`config.mk`:
```
export PLATFORM = sky130hd
export DESIGN_NAME = prog_loader
export DESIGN_NICKNAME = d
export VERILOG_FILES = /design/src/rtl/cpu_pkg.sv /design/src/rtl/loader_timeout.sv /design/src/rtl/prog_loader.sv
export SDC_FILE = /design/constraint.sdc
export NUM_CORES = 1
export LEC_CHECK = 0
export CELL_PAD_IN_SITES_DETAIL_PLACEMENT = 0
export CELL_PAD_IN_SITES_GLOBAL_PLACEMENT = 2
export CORE_MARGIN = 2
export CORE_UTILIZATION = 34
export CTS_CLUSTER_SIZE = 24
export DETAILED_ROUTE_END_ITERATION = 16
export PLACE_DENSITY_LB_ADDON = 0.1
export RECOVER_POWER = 25
export SYNTH_ARGS = -nofsm -noshare
export SYNTH_HDL_FRONTEND = slang
export SYNTH_SLANG_ARGS = --single-unit
```
`constraint.sdc`:
```
create_clock -name clk -period 3.15 [get_ports clk]
set_input_delay 0.4725 -clock clk [delete_from_list [all_inputs] [get_ports clk]]
set_output_delay 0.4725 -clock clk [all_outputs]
set_load 0.05 [all_outputs]
```
`src/rtl/cpu_pkg.sv`:
```
// cpu_pkg: shared loader state encoding, error codes and default widths
package cpu_pkg;
  localparam int ADDR_W_DEF = 5;
  localparam int DATA_W_DEF = 8;
  typedef enum logic [2:0] {ST_IDLE, ST_LOAD, ST_CHECK, ST_DONE, ST_ERR} state_t;
  localparam logic [1:0] ERR_NONE = 2'b00;
  localparam logic [1:0] ERR_LEN  = 2'b01;
  localparam logic [1:0] ERR_SUM  = 2'b10;
  localparam logic [1:0] ERR_TMO  = 2'b11;
endpackage

```
`src/rtl/loader_timeout.sv`:
```
// loader_timeout: idle-cycle counter that flags expiry on the TIMEOUT-th consecutive idle cycle
module loader_timeout #(
  parameter int TIMEOUT = 255
) (
  input  logic clk,
  input  logic rst,
  input  logic en,
  input  logic clr,
  output logic expired
);
  localparam int CW = $clog2(TIMEOUT + 1);
  logic [CW-1:0] cnt;
  always_ff @(posedge clk or posedge rst)
    if (rst) cnt <= '0;
    else cnt <= (clr || !en) ? '0 : cnt + CW'(1);
  assign expired = en && !clr && (cnt == CW'(TIMEOUT - 1));
endmodule

```
`src/rtl/prog_loader.sv`:
```
// prog_loader: streams a length-prefixed, checksummed program into memory while holding the CPU in reset
module prog_loader
  import cpu_pkg::*;
#(
  parameter int ADDR_W  = ADDR_W_DEF,
  parameter int DATA_W  = DATA_W_DEF,
  parameter int TIMEOUT = 255
) (
  input  logic              clk,
  input  logic              rst,
  input  logic              start,
  input  logic [5:0]        load_len,
  input  logic              byte_valid,
  input  logic [DATA_W-1:0] byte_data,
  output logic              byte_ready,
  output logic [ADDR_W-1:0] mem_addr,
  output logic [DATA_W-1:0] mem_data,
  output logic              mem_wr,
  output logic              cpu_rst,
  output logic              busy,
  output logic              done,
  output logic              err,
  output logic [1:0]        err_code
);
  state_t state;
  logic [5:0] cnt, len;
  logic [DATA_W-1:0] sum;
  logic xfer, expired;
  assign busy = (state == ST_LOAD) || (state == ST_CHECK);
  assign byte_ready = busy;
  assign xfer = byte_valid && byte_ready;
  loader_timeout #(.TIMEOUT(TIMEOUT)) u_tmo (
    .clk(clk), .rst(rst), .en(busy), .clr(xfer), .expired(expired)
  );
  always_ff @(posedge clk or posedge rst)
    if (rst) begin
      state <= ST_IDLE;
      cnt <= '0;
      len <= '0;
      sum <= '0;
      mem_addr <= '0;
      mem_data <= '0;
      mem_wr <= 1'b0;
      cpu_rst <= 1'b0;
      done <= 1'b0;
      err <= 1'b0;
      err_code <= ERR_NONE;
    end else begin
      mem_wr <= 1'b0;
      case (state)
        ST_LOAD:
          if (xfer) begin
            mem_addr <= cnt[ADDR_W-1:0];
            mem_data <= byte_data;
            mem_wr <= 1'b1;
            sum <= sum + byte_data;
            cnt <= cnt + 6'd1;
            if (cnt + 6'd1 == len) state <= ST_CHECK;
          end else if (expired) begin
            state <= ST_ERR;
            err <= 1'b1;
            err_code <= ERR_TMO;
          end
        ST_CHECK:
          if (xfer) begin
            if (DATA_W'(sum + byte_data) == '0) begin
              state <= ST_DONE;
              done <= 1'b1;
              cpu_rst <= 1'b0;
            end else begin
              state <= ST_ERR;
              err <= 1'b1;
              err_code <= ERR_SUM;
            end
          end else if (expired) begin
            state <= ST_ERR;
            err <= 1'b1;
            err_code <= ERR_TMO;
          end
        default:
          if (start) begin
            done <= 1'b0;
            cpu_rst <= 1'b1;
            if (load_len != 6'd0 && load_len <= 6'd32) begin
              state <= ST_LOAD;
              cnt <= '0;
              sum <= '0;
              len <= load_len;
              err <= 1'b0;
              err_code <= ERR_NONE;
            end else begin
              state <= ST_ERR;
              err <= 1'b1;
              err_code <= ERR_LEN;
            end
          end
      endcase
    end
endmodule

```
Word-level counts from Yosys, hierarchy flattened
Index checks and enable logic that the tools add are counted.
{"block": "word_totals", "input_bits": 18, "ff_bits": 50, "word_cells": 91, "out_inout_bits": 21}
{"block": "classes", "bitwise": 3, "reduce_logical": 21, "eq_ne": 10, "magnitude_cmp": 1, "add_sub_neg": 3, "muxes": 41}
{"cell": "2-to-1 mux 8 bit", "count": 4}
{"cell": "2-to-1 mux 3 bit", "count": 7}
{"cell": "2-to-1 mux 6 bit", "count": 3}
{"cell": "case mux 8 bit (2 select lines)", "count": 1}
{"cell": "2-to-1 mux 1 bit", "count": 15}
{"cell": "case mux 6 bit (2 select lines)", "count": 1}
{"cell": "2-to-1 mux 2 bit", "count": 5}
{"cell": "adder 8 x 1 -> 8 bit, second input constant", "count": 1}
{"cell": "adder 8 bit", "count": 1}
{"cell": "== test 8 bit, second input constant", "count": 1}
{"cell": "logical NOT 8 bit", "count": 1}
{"cell": "AND reduction 4 bit", "count": 2}
{"cell": "adder 6 x 1 -> 6 bit, second input constant", "count": 1}
{"cell": "== test 6 bit", "count": 1}
{"cell": "less-or-equal comparator 6 bit, second input constant", "count": 1}
{"cell": "inequality test 2 x 1 -> 1 bit, second input constant", "count": 3}
{"cell": "inequality test 3 bit, second input constant", "count": 2}
{"cell": "case mux 1 bit (2 select lines)", "count": 3}
{"cell": "case mux 3 bit (2 select lines)", "count": 1}
{"cell": "AND reduction 3 bit", "count": 2}
{"cell": "nonzero test 2 bit", "count": 3}
{"cell": "nonzero test 6 bit", "count": 1}
{"cell": "logical AND 1 bit", "count": 4}
{"cell": "case mux 2 bit (2 select lines)", "count": 1}
{"cell": "other kinds (9)", "count": 14}

Logic depth before layout (Yosys ltp)
Gate-level depths: netlist (run 1).
{"block": "logic_depth", "depth_word": 9, "mapped_depth": 8}

Modules after synthesis
From an unflattened synthesis (run 1), not the netlist that was laid out.
{"block": "unflattened", "hier_cells": 290, "area_unflattened_um2": 2701.3}
{"module": "prog_loader", "instances": 1, "cells_per_inst": 251, "area_each_um2": 2321.0}
{"module": "loader_timeout", "instances": 1, "cells_per_inst": 39, "area_each_um2": 380.4}

Least setup slack after synthesis (run 1)
OpenSTA, ideal clock, no wires.
{"block": "synth_path", "kind": "input -> register", "startpoint": "input byte_data[0]", "endpoint": "register cpu_rst", "t_required_ns": 3.032, "arrival_time_ns": 2.511, "setup_slack_ns": 0.521, "n_path_buf": 0, "stages": 8, "path_cell_list": "ha_1 > fa_1 > or3b_2 > nor4_1 > o221ai_1 > nor3_1 > nand3_1 > a21o_1"}
{"block": "synth_via", "elab_chain_cells": 4}
{"element": "start, declared", "line": "prog_loader.sv:14", "text": "input logic [DATA_W-1:0] byte_data,"}
{"element": "adder 8 bit", "line": "prog_loader.sv:66", "text": "if (DATA_W'(sum + byte_data) == '0) begin"}
{"element": "logical NOT 8 bit", "line": "prog_loader.sv:66"}
{"element": "inequality test 2 x 1 -> 1 bit (no line)"}
{"element": "AND reduction 4 bit (no line)"}
{"element": "end signal, assigned", "line": "prog_loader.sv:44", "text": "cpu_rst <= 1'b0;"}
{"element": "end signal, assigned", "line": "prog_loader.sv:69", "text": "cpu_rst <= 1'b0;"}
{"element": "end signal, assigned", "line": "prog_loader.sv:83", "text": "cpu_rst <= 1'b1;"}
{"element": "end, declared", "line": "prog_loader.sv:19", "text": "output logic cpu_rst,"}
No other way between the ends.
A chain may end at the register's enable or synchronous reset.

Final worst setup path (run 1)
Ends and elaborated chain as after synthesis.

==> results_dict.tcl, run 1 <==
set metrics [dict create \
    synth_top_area_share_pct 46.0 \
    vias_per_cell 4.96 \
    grt_max_degree 51 \
    synth_ff_type "dfrtp_1" \
    chipWidth_um 93.5 \
    antennaDiodeCount 0 \
    period_minus_slack_ns 2.84 \
    synth.area.top_cells "dfrtp_1 (46%), nand2_1 (8.4%), ha_1 (4.6%), o21ai_0 (3.5%), nor2_1 (3.0%)" \
    grt_usage_pct 15.5 \
    hp-class "reg2reg" \
    worstHoldPathCells 2 \
    finClkSkew_ns 0.0108 \
    cts_root_buf "clkbuf_8" \
    synth_edf_count 0 \
    rsz0062_at_grt "no" \
    avgRoutedWirePerCell_um 14.4 \
    initial_core_util_pct 35.2 \
    wl_um 6340 \
    max_freq_ghz 0.352 \
    cts_sinks 50 \
    critPathMaxStageDelay_ns 0.48 \
    worst_slew_pin_slew_ns 1.25 \
    synth_cell_types 51 \
    worstPathArrival_ns 3.05 \
    ant_nets 0 \
    final-hold-violation-count 0 \
    final_cell_mix "nand2_1 (61), dfrtp_1 (50), clkdlybuf4s50_1 (37)" \
    io_buffers 38 \
    cap_violations 0 \
    rows 32 \
    critical_path.max_fanout 4 \
    cts_inserted_buffers 5 \
    min_from "mem_data[3]" \
    status "completed" \
    core_area_mm2 0.00773 \
    first_iter_violations 69 \
    path_class "in2reg" \
    critPathLaunchType "primary input" \
    layout_commonest_cell "nand2_1" \
    drc 0 \
    cts.path.max_buffers 2 \
    overflow 0 \
    antenna_found_initial 0 \
    die-area_mm2 0.00874 \
    die_y_um 93.5 \
    yosysSeqAreaShare_pct 46.0 \
    post_synth.cell_area_avg_um2 9.26 \
    yosysWarnings 0 \
    fin_nets 367 \
    post_cts_buffers 0 \
    power_leakage_nw 1.46 \
    crit_buf_inv 2 \
    area_growth_pct 23.0 \
    via_count 2187 \
    io_pins 39 \
    r2r_end "cpu_rst" \
    cts.repair.resized 0 \
    synthCells 294 \
    synth-async-reset-ratio_pct 100 \
    power_density_mw_per_mm2 848 \
    hold_buffers 0 \
    h-tree-depth 2 \
    insertion_delay_ns 0.31 \
    setup-tns-final_ns 0 \
    clk_pin_slew_ns 0.10 \
    finalCritPeriodShare_pct 90.2 \
    hold_end "mem_data[3]" \
    path_cells "clkdlybuf4s50_1 > ha_1 > fa_1 > or3b_2 > nor4_1 > o221ai_1 > nor3_1 > buf_4 > nand3_1 > a21o_1" \
    grt_pass1_vias 2166 \
    critPathCaptureType "flip-flop" \
    ys_ff_latch 50 \
    rrSetupSlack_ns 0.53 \
    drtPass1Iterations 4 \
    place_hpwl_um 4510 \
    drive_gt1_share_pct 9.14 \
    cp.required_ns 3.36 \
    synthesis.nets 323 \
    cp_top_family "simple AND/OR/NAND/NOR gates" \
    setup_viol 0 \
    cts_tree "done" \
    max-vdd-ir-drop_v 0.000418 \
    slew_headroom_pct 16.6 \
    ff2ff_path_depth 9 \
    grt_pass1_wl_um 10700 \
    synth_area_leader_cell "dfrtp_1" \
    r2r-start "sum[0]" \
    holdWs_ns 0.478 \
    gp_congestion 0.771 \
    report.final.slew_viol_count 0 \
    critPathSlowestCell "or3b_2" \
    netlist_area_mm2 0.00272 \
]
==> through the flow <==
step           power [mW]  setup WS (ns)  cells  util [%]  cell area (µm²)
4_1_cts              2.87          0.301    441      43.4             3350
5_1_grt              3.05         0.0967    441      43.3             3350
2_1_floorplan        2.00          0.521    294         -             2720
6_report             2.84          0.309    441      43.3             3350
3_3_place_gp         2.47       -0.00285    433      42.2             3260
3_5_place_dp         2.47        -0.0122    433      42.2             3260
==> logic make-up (layout without fill, tap and decap cells) <==
kind of cell,count (synthesis),count (layout),synth area share (%)
XOR/XNOR,16,16,5.66
AO/OA/AOI/OAI,62,62,14.6
flip-flops,50,50,46.0
adder cells (fa/ha/maj),11,11,5.33
AND/OR/NAND/NOR,129,129,23.0
buffers and inverters,20,65,2.99
multiplexers,6,6,2.48
==> area by class of cell <==
type | count | area (µm²)
multi-input cells | 224 | 1390
repair buffers | 49 | 460
clock buffers | 6 | 72.6
fillers | 780 | 4380
flip-flops and latches | 50 | 1250
well taps | 102 | 128
inverters | 8 | 30.0
clock inverters | 2 | 17.5
==> synth_stat cells (3+ instances only) <==
cell,n
a211oi_1,4
a21o_1,4
a21oi_1,14
and3_1,3
clkbuf_1,8
dfrtp_1,50
ha_1,10
inv_1,8
mux2_2,6
nand2_1,61
nand2b_1,4
nand3_1,8
nand3b_1,3
nor2_1,22
nor2b_1,3
nor3_1,6
nor3b_1,3
o21ai_0,19
o32ai_1,3
xnor2_1,7
xor2_1,8
==> worst max path at each step <==
stage,depth (start not counted),slack (ns),startpoint,endpoint
2_1_floorplan,8,0.52,byte_data[0],cpu_rst
3_5_place_dp,10,-0.01,byte_data[0],cpu_rst
5_1_grt,9,0.1,byte_data[1],state[2]
6_report,10,0.31,byte_data[0],cpu_rst
3_3_place_gp,10,-0.003,byte_data[0],cpu_rst
4_1_cts,10,0.30,byte_data[0],cpu_rst
==> report_power, final <==
group / switching (mW) / internal (mW)
clock network: 0.230 / 0.162
registers: 0.166 / 0.831
logic: 0.878 / 0.575
total: 1.27 / 1.57
==> state kept, by name, summed over array words and instances, names as in the netlist <==
register	cells
err_code	2
cnt	6
done	1
mem_wr	1
u_tmo.cnt	8
mem_data	8
cpu_rst	1
sum	8
len	6
state	3
err	1
mem_addr	5
==> worst register-to-register path: stages, from the launching register on <==
cell,delay [ns]
dfrtp_1,0.40
ha_1,0.21
fa_1,0.47
or3b_2,0.48
nor4_1,0.17
o221ai_1,0.16
nor3_1,0.15
buf_4,0.16
nand3_1,0.13
a21o_1,0.21
==> per-layer routing <==
| layer | global-route usage (%) | wire (µm) | vias up |
|---|---|---|---|
| met3 | 3.30 | 217 | 6 |
| met4 | 3.68 | 63 | 0 |
| met5 | 0 | 0 | - |
| met2 | 23.9 | 2780 | 31 |
| li1 | - | - | 1113 |
| met1 | 22.2 | 3270 | 1037 |
(Power assumes the default switching activity.)
==> inputs of run 2 (changes only) <==
--- a/config.mk
+++ b/config.mk
@@ -13,6 +13,7 @@
 export DETAILED_ROUTE_END_ITERATION = 16
 export PLACE_DENSITY_LB_ADDON = 0.1
 export RECOVER_POWER = 25
+export SLEW_MARGIN = 20
 export SYNTH_ARGS = -nofsm -noshare
 export SYNTH_HDL_FRONTEND = slang
 export SYNTH_SLANG_ARGS = --single-unit
==> results of run 2 <==
Same layout as run 1: the final DEF is identical, and so are final timing and power.
==> inputs of run 3 (changes only) <==
==> constraint.sdc (replaced) <==
create_clock -name clk -period 3.17 [get_ports clk]
set_input_delay 0.4755 -clock clk [delete_from_list [all_inputs] [get_ports clk]]
set_output_delay 0.4755 -clock clk [all_outputs]
set_load 0.05 [all_outputs]
==> run 3 against run 2 <==
Largest cell class unchanged. First-iteration DRC count up 42%. Flip-flop and latch count unchanged. Routed wire length up 4.2%. Utilization is 0.34 points higher. Global-route usage increased by 1.3 points. Clock power decreased by 1%. Final area up 0.78%.
==> results_dict.tcl, run 3 (synthesis gave the netlist of run 1 again) <==
set metrics [dict create \
    status "completed" \
    die_y_um 93.5 \
    utilization_pct 43.7 \
    fin_cells 444 \
    use_met2_pct 26.6 \
    rows 32 \
    path_class "in2reg" \
    die-area_mm2 0.00874 \
    drive_gt1_share_pct 9.94 \
    grt_usage_pct 16.8 \
    h-tree-depth 2 \
    layout_commonest_cell "nand2_1" \
    critPathLaunchType "primary input" \
    dpl_cell_area_mm2 0.00328 \
    vias_per_cell 4.94 \
    final-hold-violation-count 0 \
    cts_sinks 50 \
    power_leakage_nw 1.48 \
    first_iter_violations 98 \
    drc 0 \
    io_pins 39 \
    clk_pin_slew_ns 0.09 \
    path_cells "clkdlybuf4s50_1 > ha_1 > fa_1 > or3b_2 > nor4_1 > o221ai_1 > nor3_1 > buf_4 > nand3_1 > a21o_1" \
    cts.path.max_buffers 2 \
    grt-busiest-layer "met2" \
    fin_nets 370 \
    cts_inserted_buffers 5 \
    gp_congestion 0.773 \
    setup_viol 0 \
    ant_nets 0 \
    power_density_mw_per_mm2 842 \
    hold_buffers 0 \
    period_minus_slack_ns 2.90 \
    grt_pass1_wl_um 11500 \
    pre_cts_slack_ns -0.0168 \
    avgRoutedWirePerCell_um 14.9 \
    worst_slew_pin_slew_ns 0.997 \
    core_area_mm2 0.00773 \
    final_cell_area_mm2 0.00337 \
    max_freq_ghz 0.345 \
    critPathCaptureType "flip-flop" \
    min_from "mem_addr[2]" \
    finClkSkew_ns 0.0117 \
    antennaDiodeCount 0 \
    setup_slack_ns 0.269 \
    cp.required_ns 3.36 \
    critPathMaxStageDelay_ns 0.48 \
    cts_root_buf "clkbuf_8" \
    grt_max_degree 24 \
    post_cts_buffers 0 \
    hp-class "reg2reg" \
    critPathLaunch "byte_data[0]" \
    drtPass1Iterations 4 \
    dp_cells 436 \
    chipWidth_um 93.5 \
    critPathSlowestCell "or3b_2" \
    overflow 0 \
    place_hpwl_um 4770 \
    io_buffers 38 \
    initial_core_util_pct 35.2 \
    max-vdd-ir-drop_v 0.000360 \
    cts.repair.resized 0 \
    rsz0062_at_grt "no" \
    insertion_delay_ns 0.30 \
    grt_pass1_vias 2248 \
    met1_usage_pct 23.8 \
    antenna_found_initial 0 \
    top_regs "mem_data (8), sum (8), u_tmo.cnt (8)" \
    critical_path.max_fanout 4 \
    cap_violations 0 \
    worstPathArrival_ns 3.09 \
    finalCritPeriodShare_pct 91.5 \
    globalRouteMet3Util_pct 2.90 \
    via_count 2195 \
    wl_um 6600 \
    slew_headroom_pct 33.5 \
    setup-tns-final_ns 0 \
    final_cell_mix "nand2_1 (61), dfrtp_1 (50), clkdlybuf4s50_1 (37)" \
    r2r-start "sum[0]" \
    report.final.slew_viol_count 0 \
    cts_tree "done" \
    area_growth_pct 24.0 \
]
[run 3: cell count changes in the layout (fill, tap and decap cells not counted), sizes merged]
| cell | previous run | this run |
|---|---|---|
| buf | 10 | 13 |
| clkinv | 2 | 1 |
| clkinvlp | 0 | 1 |
[run 3: final timing paths]
kind	endpoint	slack (ns)	cells past startpoint
max	cpu_rst	0.27	10
min	mem_addr[2]	0.48	2
max reg2reg	cpu_rst	0.52	9
min reg2reg	mem_addr[2]	0.48	2
max in group asynchronous	cpu_rst	1.18	3
min in group asynchronous	sum[1]	0.84	2
[run 3: final cells by class]
class / count / area, µm²
Clock buffer: 6 / 82.6
Clock inverter: 2 / 12.5
Fill cell: 795 / 4350
Inverter: 8 / 30.0
Multi-Input combinational cell: 224 / 1390
Sequential cell: 50 / 1250
Tap cell: 102 / 128
Timing Repair Buffer: 52 / 482
[run 3: report_power, final]
part / internal [mW] / switching [mW] / leakage [nW]
Combinational: 0.580 / 0.882 / 0.780
Clock: 0.176 / 0.213 / 0.0472
Sequential: 0.825 / 0.166 / 0.653
Total: 1.58 / 1.26 / 1.48
[run 3: worst max-delay path: cells and delay by family]
family,cells,cell delay [ns]
compound gates,2,0.37
simple gates,4,0.94
buf+inv,2,0.59
fa+ha+maj,2,0.71
[run 3: metrics by stage]
stage,hold WS [ns],power (mW)
2_1_floorplan,0.469,1.99
3_3_place_gp,0.457,2.47
5_1_grt,0.508,3.08
3_5_place_dp,0.463,2.48
6_report,0.479,2.84
4_1_cts,0.487,2.89
[run 3: metal layers]
| layer | routed length, µm | share of wire (%) |
|---|---|---|
| met5 | 0 | 0 |
| met4 | 59 | 0.89 |
| met2 | 3020 | 46 |
| met1 | 3310 | 50 |
| met3 | 211 | 3.2 |
